==> src/rtl/mcs4_pkg.sv <==
// Shared MCS-4 bus types: instruction-cycle phases, nibble/byte types and
// the OPR codes the bus sequencer decodes.
package mcs4;
  localparam int ADDR_W = 12;

  typedef logic [3:0] char_t;
  typedef logic [7:0] byte_t;

  typedef enum logic [2:0] {A1, A2, A3, M1, M2, X1, X2, X3} instr_cyc_t;

  localparam char_t OPR_IO  = 4'hE;
  localparam char_t OPR_SRC = 4'h2;
endpackage

==> src/rtl/mcs4_bus_ctrl_if.sv <==
// Shared MCS-4 bus as seen by the CPU-side sequencer (master) and the
// ROM/RAM responders (slave). dbus_in is the wired-OR of every driver.
interface mcs4_bus_ctrl_if;
  import mcs4::*;
  char_t dbus_in;
  char_t dbus_out;
  logic  sync;
  logic  cm_rom;
  logic  cl_rom;

  modport master (input dbus_in, output dbus_out, sync, cm_rom, cl_rom);
  modport slave  (output dbus_in, input dbus_out, sync, cm_rom, cl_rom);
endinterface

==> src/rtl/mcs4_bus_ctrl_cyc_gen.sv <==
// 8-phase instruction-cycle counter with registered sync and the
// first-cycle cl_rom hold.
module mcs4_cyc_gen
  import mcs4::*;
(
  input  logic       clk,
  input  logic       rst,
  output instr_cyc_t phase_o,
  output logic       sync_o,
  output logic       cl_rom_o
);
  instr_cyc_t phase_q, phase_d;
  logic sync_q, sync_d, cl_q, cl_d, run_q;

  always_comb begin
    phase_d = instr_cyc_t'(phase_q + 3'd1);
    sync_d  = (phase_d == X3);
    cl_d    = cl_q;
    // The reset-time X3 is not a real cycle; only a later X3 clears cl_rom.
    if (phase_q == X3 && run_q) cl_d = 1'b0;
  end

  always_ff @(posedge clk or posedge rst) begin
    if (rst) begin
      phase_q <= X3;
      sync_q  <= 1'b1;
      cl_q    <= 1'b1;
      run_q   <= 1'b0;
    end else begin
      phase_q <= phase_d;
      sync_q  <= sync_d;
      cl_q    <= cl_d;
      run_q   <= 1'b1;
    end
  end

  assign phase_o  = phase_q;
  assign sync_o   = sync_q;
  assign cl_rom_o = cl_q;
endmodule

==> src/rtl/mcs4_bus_ctrl.sv <==
// CPU-side MCS-4 bus sequencer: address drive, OPR/OPA capture, cm_rom and
// execute-phase data. `MCS4_BUS_CHK_EN builds the sticky contention checker.
module mcs4_bus_ctrl
  import mcs4::*;
(
  input  logic              clk,
  input  logic              rst,
  input  logic [ADDR_W-1:0] pc_in,
  input  char_t             acc_in,
  input  byte_t             src_in,
  mcs4_bus_ctrl_if.master   bus,
  output instr_cyc_t        phase,
  output logic              instr_vld,
  output char_t             opr,
  output char_t             opa,
  output logic              rd_vld,
  output char_t             rd_data,
  output logic              bus_err
);
  instr_cyc_t        phase_w;
  logic              sync_w, cl_w;
  logic [ADDR_W-1:0] addr_q, addr_d;
  char_t             opr_q, opr_d, opa_q, opa_d, src_lo_q, src_lo_d;
  char_t             rd_q, rd_d, dout_q, dout_d;
  logic              cm_q, cm_d, ivld_q, ivld_d, rvld_q, rvld_d;
  logic              is_io, is_src, is_wr, is_rd;

  mcs4_cyc_gen u_cyc (
    .clk      (clk),
    .rst      (rst),
    .phase_o  (phase_w),
    .sync_o   (sync_w),
    .cl_rom_o (cl_w)
  );

  assign is_io  = (opr_q == OPR_IO);
  assign is_src = (opr_q == OPR_SRC) && opa_q[0];
  assign is_wr  = is_io && !opa_q[3];
  assign is_rd  = is_io && opa_q[3];

  // Outputs are registered, so each branch computes what the *next* phase shows.
  always_comb begin
    addr_d   = addr_q;
    opr_d    = opr_q;
    opa_d    = opa_q;
    src_lo_d = src_lo_q;
    rd_d     = rd_q;
    dout_d   = '0;
    cm_d     = 1'b0;
    ivld_d   = 1'b0;
    rvld_d   = 1'b0;
    case (phase_w)
      X3: begin
        addr_d = pc_in;
        dout_d = pc_in[3:0];
      end
      A1: dout_d = addr_q[7:4];
      A2: dout_d = addr_q[11:8];
      M1: begin
        opr_d = bus.dbus_in;
        cm_d  = (bus.dbus_in == OPR_IO);
      end
      M2: begin
        opa_d  = bus.dbus_in;
        ivld_d = 1'b1;
      end
      X1: begin
        src_lo_d = src_in[3:0];
        cm_d     = is_src;
        dout_d   = is_src ? src_in[7:4] : (is_wr ? acc_in : '0);
      end
      X2: begin
        dout_d = is_src ? src_lo_q : '0;
        if (is_rd) begin
          rd_d   = bus.dbus_in;
          rvld_d = 1'b1;
        end
      end
      default: ;
    endcase
  end

  always_ff @(posedge clk or posedge rst) begin
    if (rst) begin
      addr_q   <= '0;
      opr_q    <= '0;
      opa_q    <= '0;
      src_lo_q <= '0;
      rd_q     <= '0;
      dout_q   <= '0;
      cm_q     <= 1'b0;
      ivld_q   <= 1'b0;
      rvld_q   <= 1'b0;
    end else begin
      addr_q   <= addr_d;
      opr_q    <= opr_d;
      opa_q    <= opa_d;
      src_lo_q <= src_lo_d;
      rd_q     <= rd_d;
      dout_q   <= dout_d;
      cm_q     <= cm_d;
      ivld_q   <= ivld_d;
      rvld_q   <= rvld_d;
    end
  end

`ifdef MCS4_BUS_CHK_EN
  logic err_q, err_d, drv;

  always_comb begin
    drv   = (phase_w == A1) || (phase_w == A2) || (phase_w == A3) ||
            (phase_w == X2 && (is_src || is_wr)) || (phase_w == X3 && is_src);
    err_d = err_q;
    if (drv && (bus.dbus_in != dout_q)) err_d = 1'b1;
  end

  always_ff @(posedge clk or posedge rst) begin
    if (rst) err_q <= 1'b0;
    else     err_q <= err_d;
  end

  assign bus_err = err_q;
`else
  assign bus_err = 1'b0;
`endif

  assign bus.dbus_out = dout_q;
  assign bus.cm_rom   = cm_q;
  assign bus.sync     = sync_w;
  assign bus.cl_rom   = cl_w;
  assign phase        = phase_w;
  assign instr_vld    = ivld_q;
  assign opr          = opr_q;
  assign opa          = opa_q;
  assign rd_vld       = rvld_q;
  assign rd_data      = rd_q;
endmodule

==> src/flat_wrapper.sv <==
// flat-port wrapper written by rule: the top's interface ports become plain ports
module mcs4_bus_ctrl_flat import mcs4::*;
  (clk, rst, pc_in, acc_in, src_in, phase, instr_vld, opr, opa, rd_vld, rd_data, bus_err, bus_dbus_in, bus_dbus_out, bus_sync, bus_cm_rom, bus_cl_rom);
  mcs4_bus_ctrl_if bus_i ();
  input  logic clk;
  input  logic rst;
  input  logic [ADDR_W-1:0] pc_in;
  input  char_t acc_in;
  input  byte_t src_in;
  output instr_cyc_t phase;
  output logic instr_vld;
  output char_t opr;
  output char_t opa;
  output logic rd_vld;
  output char_t rd_data;
  output logic bus_err;
  input wire logic [$bits(bus_i.dbus_in)-1:0] bus_dbus_in;
  output wire logic [$bits(bus_i.dbus_out)-1:0] bus_dbus_out;
  output wire logic [$bits(bus_i.sync)-1:0] bus_sync;
  output wire logic [$bits(bus_i.cm_rom)-1:0] bus_cm_rom;
  output wire logic [$bits(bus_i.cl_rom)-1:0] bus_cl_rom;
  assign bus_i.dbus_in = bus_dbus_in;
  assign bus_dbus_out = bus_i.dbus_out;
  assign bus_sync = bus_i.sync;
  assign bus_cm_rom = bus_i.cm_rom;
  assign bus_cl_rom = bus_i.cl_rom;
  mcs4_bus_ctrl u_core (.clk(clk), .rst(rst), .pc_in(pc_in), .acc_in(acc_in), .src_in(src_in), .bus(bus_i), .phase(phase), .instr_vld(instr_vld), .opr(opr), .opa(opa), .rd_vld(rd_vld), .rd_data(rd_data), .bus_err(bus_err));
endmodule
==> config.mk <==
export PLATFORM = sky130hd
export DESIGN_NAME = mcs4_bus_ctrl_flat
export DESIGN_NICKNAME = d
export VERILOG_FILES = /design/src/rtl/mcs4_pkg.sv /design/src/rtl/mcs4_bus_ctrl_if.sv /design/src/rtl/mcs4_bus_ctrl_cyc_gen.sv /design/src/rtl/mcs4_bus_ctrl.sv /design/src/flat_wrapper.sv
export SDC_FILE = /design/constraint.sdc
export NUM_CORES = 1
export LEC_CHECK = 0
export ABC_CLOCK_PERIOD_IN_PS = 2550
export CAP_MARGIN = 0
export CORE_ASPECT_RATIO = 0.7
export CORE_UTILIZATION = 30
export CTS_BUF_LIST = sky130_fd_sc_hd__clkbuf_16
export CTS_CLUSTER_DIAMETER = 50
export DETAILED_ROUTE_END_ITERATION = 10
export HOLD_SLACK_MARGIN = 0.15
export SLEW_MARGIN = 20
export SYNTH_ARGS = -nofsm -noshare
export SYNTH_HDL_FRONTEND = slang
export SYNTH_SLANG_ARGS = --single-unit
==> constraint.sdc <==
create_clock -name clk -period 2.55 [get_ports clk]
set_input_delay 0.255 -clock clk [delete_from_list [all_inputs] [get_ports clk]]
set_output_delay 0.255 -clock clk [all_outputs]
set_load 0.01 [all_outputs]
# [Yosys cells after proc, flatten, opt, wreduce, memory -nomap -nowiden]
# Index checks and enable logic that the tools add are counted.
[totals] regBits=41 latchBits=0 ram_bits=0 romBits=0 in_bits=30 output_inout_bits=25 elab_cells=39 memories=0
[classes] add_sub_neg=1 mul=0 n_div=0 n_lt_le_gt_ge=0 n_eq_ne=10 n_shift=0 n_mux=8 bitwise=0 n_reduce_logical=7
[op_table] cell="one-hot mux 4 bit (5 select lines)" count=1
[op_table] cell="equality test 3 bit, second input constant" count=5
[op_table] cell="two-way mux 4 bit" count=3
[op_table] cell="equality test 4 bit, second input constant" count=2
[op_table] cell="equality test 4 x 2 -> 1 bit, second input constant" count=1
[op_table] cell="logical AND 1 bit" count=4
[op_table] cell="adder 3 x 1 -> 3 bit, second input constant" count=1
[op_table] cell="equality test 3 x 1 -> 1 bit, second input constant" count=1
[op_table] cell="equality test 3 x 2 -> 1 bit, second input constant" count=1
[op_table] cell="logical NOT 3 bit" count=1
[op_table] cell="two-way mux 1 bit" count=3
[op_table] cell="one-hot mux 1 bit (2 select lines)" count=1
[op_table] cell="AND reduction 2 bit" count=1
[op_table] cell="logical NOT 1 bit" count=1

# [Logic depth before layout (Yosys ltp)]
[depth] word_depth=5 ltp_mapped=6

# [Cells and area by module]
# From an unflattened synthesis, not the netlist that was laid out.
[unflattened] hier_cells=130 hier_area_um2=1669.1
[modules_own_cells] module="mcs4_bus_ctrl" instances=1 cells_per_inst=115 area_each_um2=1442.6 seq_area_each_um2=775.7
[modules_own_cells] module="mcs4_cyc_gen" instances=1 cells_per_inst=15 area_each_um2=226.5 seq_area_each_um2=156.4

# [Worst setup path after synthesis]
# OpenSTA, ideal clock, no wires.
[synth_path] path_type="register to register" startpoint="register u_core.u_cyc.phase_q[0] (netlist: u_core.u_cyc.phase_o[0])" endpoint="register u_core.dout_q[0] (netlist: u_core.bus.dbus_out[0])" setup_time_ns=0.126 t_arrival_ns=1.700 required_ns=2.424 setup_slack_ns=0.724 path_stages_with_launch=7 path_buffers=0 cell_sequence="dfstp_2 -> inv_1 -> ha_1 -> nor2b_2 -> a22o_1 -> a221o_1 -> a221o_1"
[synth_between] elab_chain_len=2 word_cells_on_any_way=6
[synth_lines] element="from (decl)" line="mcs4_bus_ctrl_cyc_gen.sv:12" text="instr_cyc_t phase_q, phase_d;"
[synth_lines] element="from (signal assigned)" line="mcs4_bus_ctrl_cyc_gen.sv:30" text="phase_q <= phase_d;"
[synth_lines] element="equality test 3 bit (tied with other cells)" line="mcs4_bus_ctrl.sv:52" text="case (phase_w)"
[synth_lines] element="one-hot mux 4 bit (5 select lines) (*)" line="mcs4_bus_ctrl.sv:52"
[synth_lines] element="net u_core.dout_d[0]" line="mcs4_bus_ctrl.sv:24" text="char_t rd_q, rd_d, dout_q, dout_d;"
[synth_lines] element="to (signal assigned)" line="mcs4_bus_ctrl.sv:100" text="dout_q <= dout_d;"
[synth_lines] element="to (decl)" line="mcs4_bus_ctrl.sv:24"
# Mark *: on every way through the listed nets, which the timed path passes. The rest lies on a longest branch.
# A chain may end at the register's enable or synchronous reset.

# [Final worst setup path]
[layout_path] startpoint="register u_core.u_cyc.phase_q[0] (netlist: u_core.u_cyc.phase_o[0])" endpoint="register u_core.dout_q[1] (netlist: u_core.bus.dbus_out[1])"
# Same word-level chain as after synthesis.

==> run metrics <==
Final Util 0.472; initial DRC count 51; Worst EP required 2710 ps; Flop pwr share 0.479; largest net degree at the start of global routing 38; synth warn 0; period utilisation layout 0.745; Synth Area per Inst 14.2 um2; drt wl/cell 14.4 um; MaxCap Viol Count 0; total clock sinks 37; power after layout 1310 uW; DRT Pass-1 Iters 4; cts bufs inserted 5; vias 1038; share of layout cells above drive strength 1 0.219; flop-to-flop setup slack 650 ps; vias in the first global route 1096; number of inserted diodes 0; Row Count 21; most used cell, CP a221o_1; filler cell count 440; H-Tree Depth 2; total gr overflow 0; Clk pwr share 0.426; crit-path cells inv_1 -> ha_1 -> nor2b_2 -> a22o_1 -> a221o_1 -> a221o_1; CTS clock-pin slew for the worst setup and hold paths 50 ps; WP depth 6; Clock Skews 5.67 ps; crit path capture u_core.bus.dbus_out[1]; Crit Path Category register to register; DIE AREA 5450 um2; Fin Hold WS 392 ps; RR Endpoint u_core.bus.dbus_out[1]; Slowest-stage cell, CP dfstp_2; Hold-fix buffers, CTS 0; GRT met3 Usage 0.0476; Slew HR 0.650; status finished, final reports clean; Root Driver clkbuf_16; P_int 1050 uW; total nets after synthesis 145; crit path DAT 2060 ps; Cell variety after synth 22; register area share after synthesis 0.603; Total Routing Usage GR 0.138; crit-path max FO 4; Critical Path End Type register; final-report hold violation count 0; crit start category register; Comb pwr share 0.095; post-CTS sizing 0; Buffers & Inverters on Critical Path 1; initial core utilization 0.318; worst-margin pin slew 526 ps; GRT busiest layer met2; RSZ-0062 raised after global routing no; DRT antenna net count 0; I/O Pins 55; Leak 0.000979 uW; CP Launch Point u_core.u_cyc.phase_o[0]; commonest non-fill, non-tap cell in the layout clkdlybuf4s50_1; worst hold path class register to register; Post-DP Area 2160 um2; Die W 87.8 um; sw power 263 uW; reg-to-reg startpoint u_core.u_cyc.phase_o[0]; worst reg2reg path depth 6; Clock Path Buffers 2; initial antenna violation count 0; met1 GRT Util 0.186; fin. max-slew vios 0; GR Util met2 0.200; layout net count 204; Finished Cell Area 2300 um2; footprint of the multi-input gates 581 um2; Final setup viols 0; fmax 0.526 GHz; CTS tree built; delay-heaviest family, CP compound AO/OA/AOI/OAI gates; Power per Cell Area 570 nW/um2; clock period minus worst slack 1900 ps; number of buffers inserted by port buffering 53; Net Sw Frac 0.201; RD Place Congestion 0.735; Mapped Cells 109; setup tns final 0 ps; CP max stage delay 560 ps; Post-Syn Area 1550 um2; register area 932 um2; post-DP HPWL 2650 um; die extent in y 62.1 um; residual DRC count 0; vias per cell 4.36; Clock Latency Late Sink 270 ps; most frequent cells in the layout clkdlybuf4s50_1 (53), dfrtp_1 (32), mux2_2 (24); Worst Hold Launch u_core.u_cyc.run_q; Peak supply drop 0.205 mV; Area Growth Syn to Fin 48.5%; Core Footprint 4860 um2; #FFs+latches synth 37; WL final 3430 um; first-pass GRT wire length 5300 um; Post-CTS Setup Inserts 0
## cell usage after synthesis, drive strengths merged
library cell / number / area, um2
inv: 6 / 22.5
nor4b: 1 / 8.76
nand3: 2 / 10.0
o21ai: 1 / 5.00
nor2b: 3 / 21.3
a21oi: 1 / 5.00
dfstp: 5 / 131
nand2: 4 / 15.0
a221o: 8 / 80.1
nor3: 1 / 10.0
a22o: 4 / 35.0
nand4: 1 / 6.26
mux2: 24 / 270
ha: 6 / 75.1
nor2: 4 / 15.0
conb: 2 / 7.51
nand4b: 1 / 8.76
a21boi: 1 / 7.51
dfrtp: 32 / 801
buf: 2 / 11.3
## metrics by stage
| stage | setup WS (ps) | instances |
|---|---|---|
| 2_1_floorplan | 724 | 109 |
| 3_3_place_gp | 713 | 230 |
| 3_5_place_dp | 649 | 230 |
| 4_1_cts | 635 | 238 |
| 5_1_grt | 577 | 238 |
| 6_report | 650 | 238 |
## power by group through the flow
stage	logic (uW)	registers [uW]	clock network, uW
6_report	124	627	558
5_1_grt	135	629	601
4_1_cts	126	627	577
3_5_place_dp	126	637	0
3_3_place_gp	124	636	0
2_1_floorplan	37.1	639	0
## kinds of logic (layout without fill, tap and decap cells)
| group | Yosys count | after routing | share of synthesized area |
|---|---|---|---|
| flops | 37 | 37 | 0.603 |
| mux | 24 | 24 | 0.175 |
| simple gates | 17 | 17 | 0.0615 |
| compound gates | 15 | 15 | 0.0858 |
| buf+inv | 8 | 68 | 0.0218 |
| fa+ha+maj | 6 | 6 | 0.0485 |
| other cells | 2 | 2 | 0.00486 |
## worst min path at each step
stage,to,slack [ps],cells past startpoint
after floorplan,u_core.u_cyc.cl_rom_o,370,1
after global placement,u_core.u_cyc.cl_rom_o,380,1
after detailed placement,u_core.u_cyc.cl_rom_o,390,1
after CTS,u_core.u_cyc.cl_rom_o,400,1
after global routing,u_core.u_cyc.cl_rom_o,430,1
final,u_core.u_cyc.cl_rom_o,390,1
## flip-flops by register name, indices dropped and copies added, names as in the netlist
| register | flops |
|---|---|
| u_core.addr_q | 8 |
| u_core.bus.dbus_out | 4 |
| u_core.opa | 4 |
| u_core.opr | 4 |
| u_core.rd_data | 4 |
| u_core.src_lo_q | 4 |
| u_core.u_cyc.phase_o | 3 |
| u_core.bus.cm_rom | 1 |
| u_core.instr_vld | 1 |
| u_core.rd_vld | 1 |
| u_core.u_cyc.cl_rom_o | 1 |
| u_core.u_cyc.run_q | 1 |
| u_core.u_cyc.sync_o | 1 |
## cell type report
class | count | area share
well taps | 69 | 0.0376
clock buffers | 5 | 0.0545
inverters | 6 | 0.00981
clock inverters | 3 | 0.00490
repair buffers | 54 | 0.234
flip-flops and latches | 37 | 0.406
multi-input cells | 64 | 0.253
## metal layers
metal / routed length [um] / vias to the layer above
met3: 179 / 5
met4: 39 / 0
met2: 1540 / 29
met5: 0 / -
li1: - / 508
met1: 1670 / 496
(Power assumes the default switching activity.)
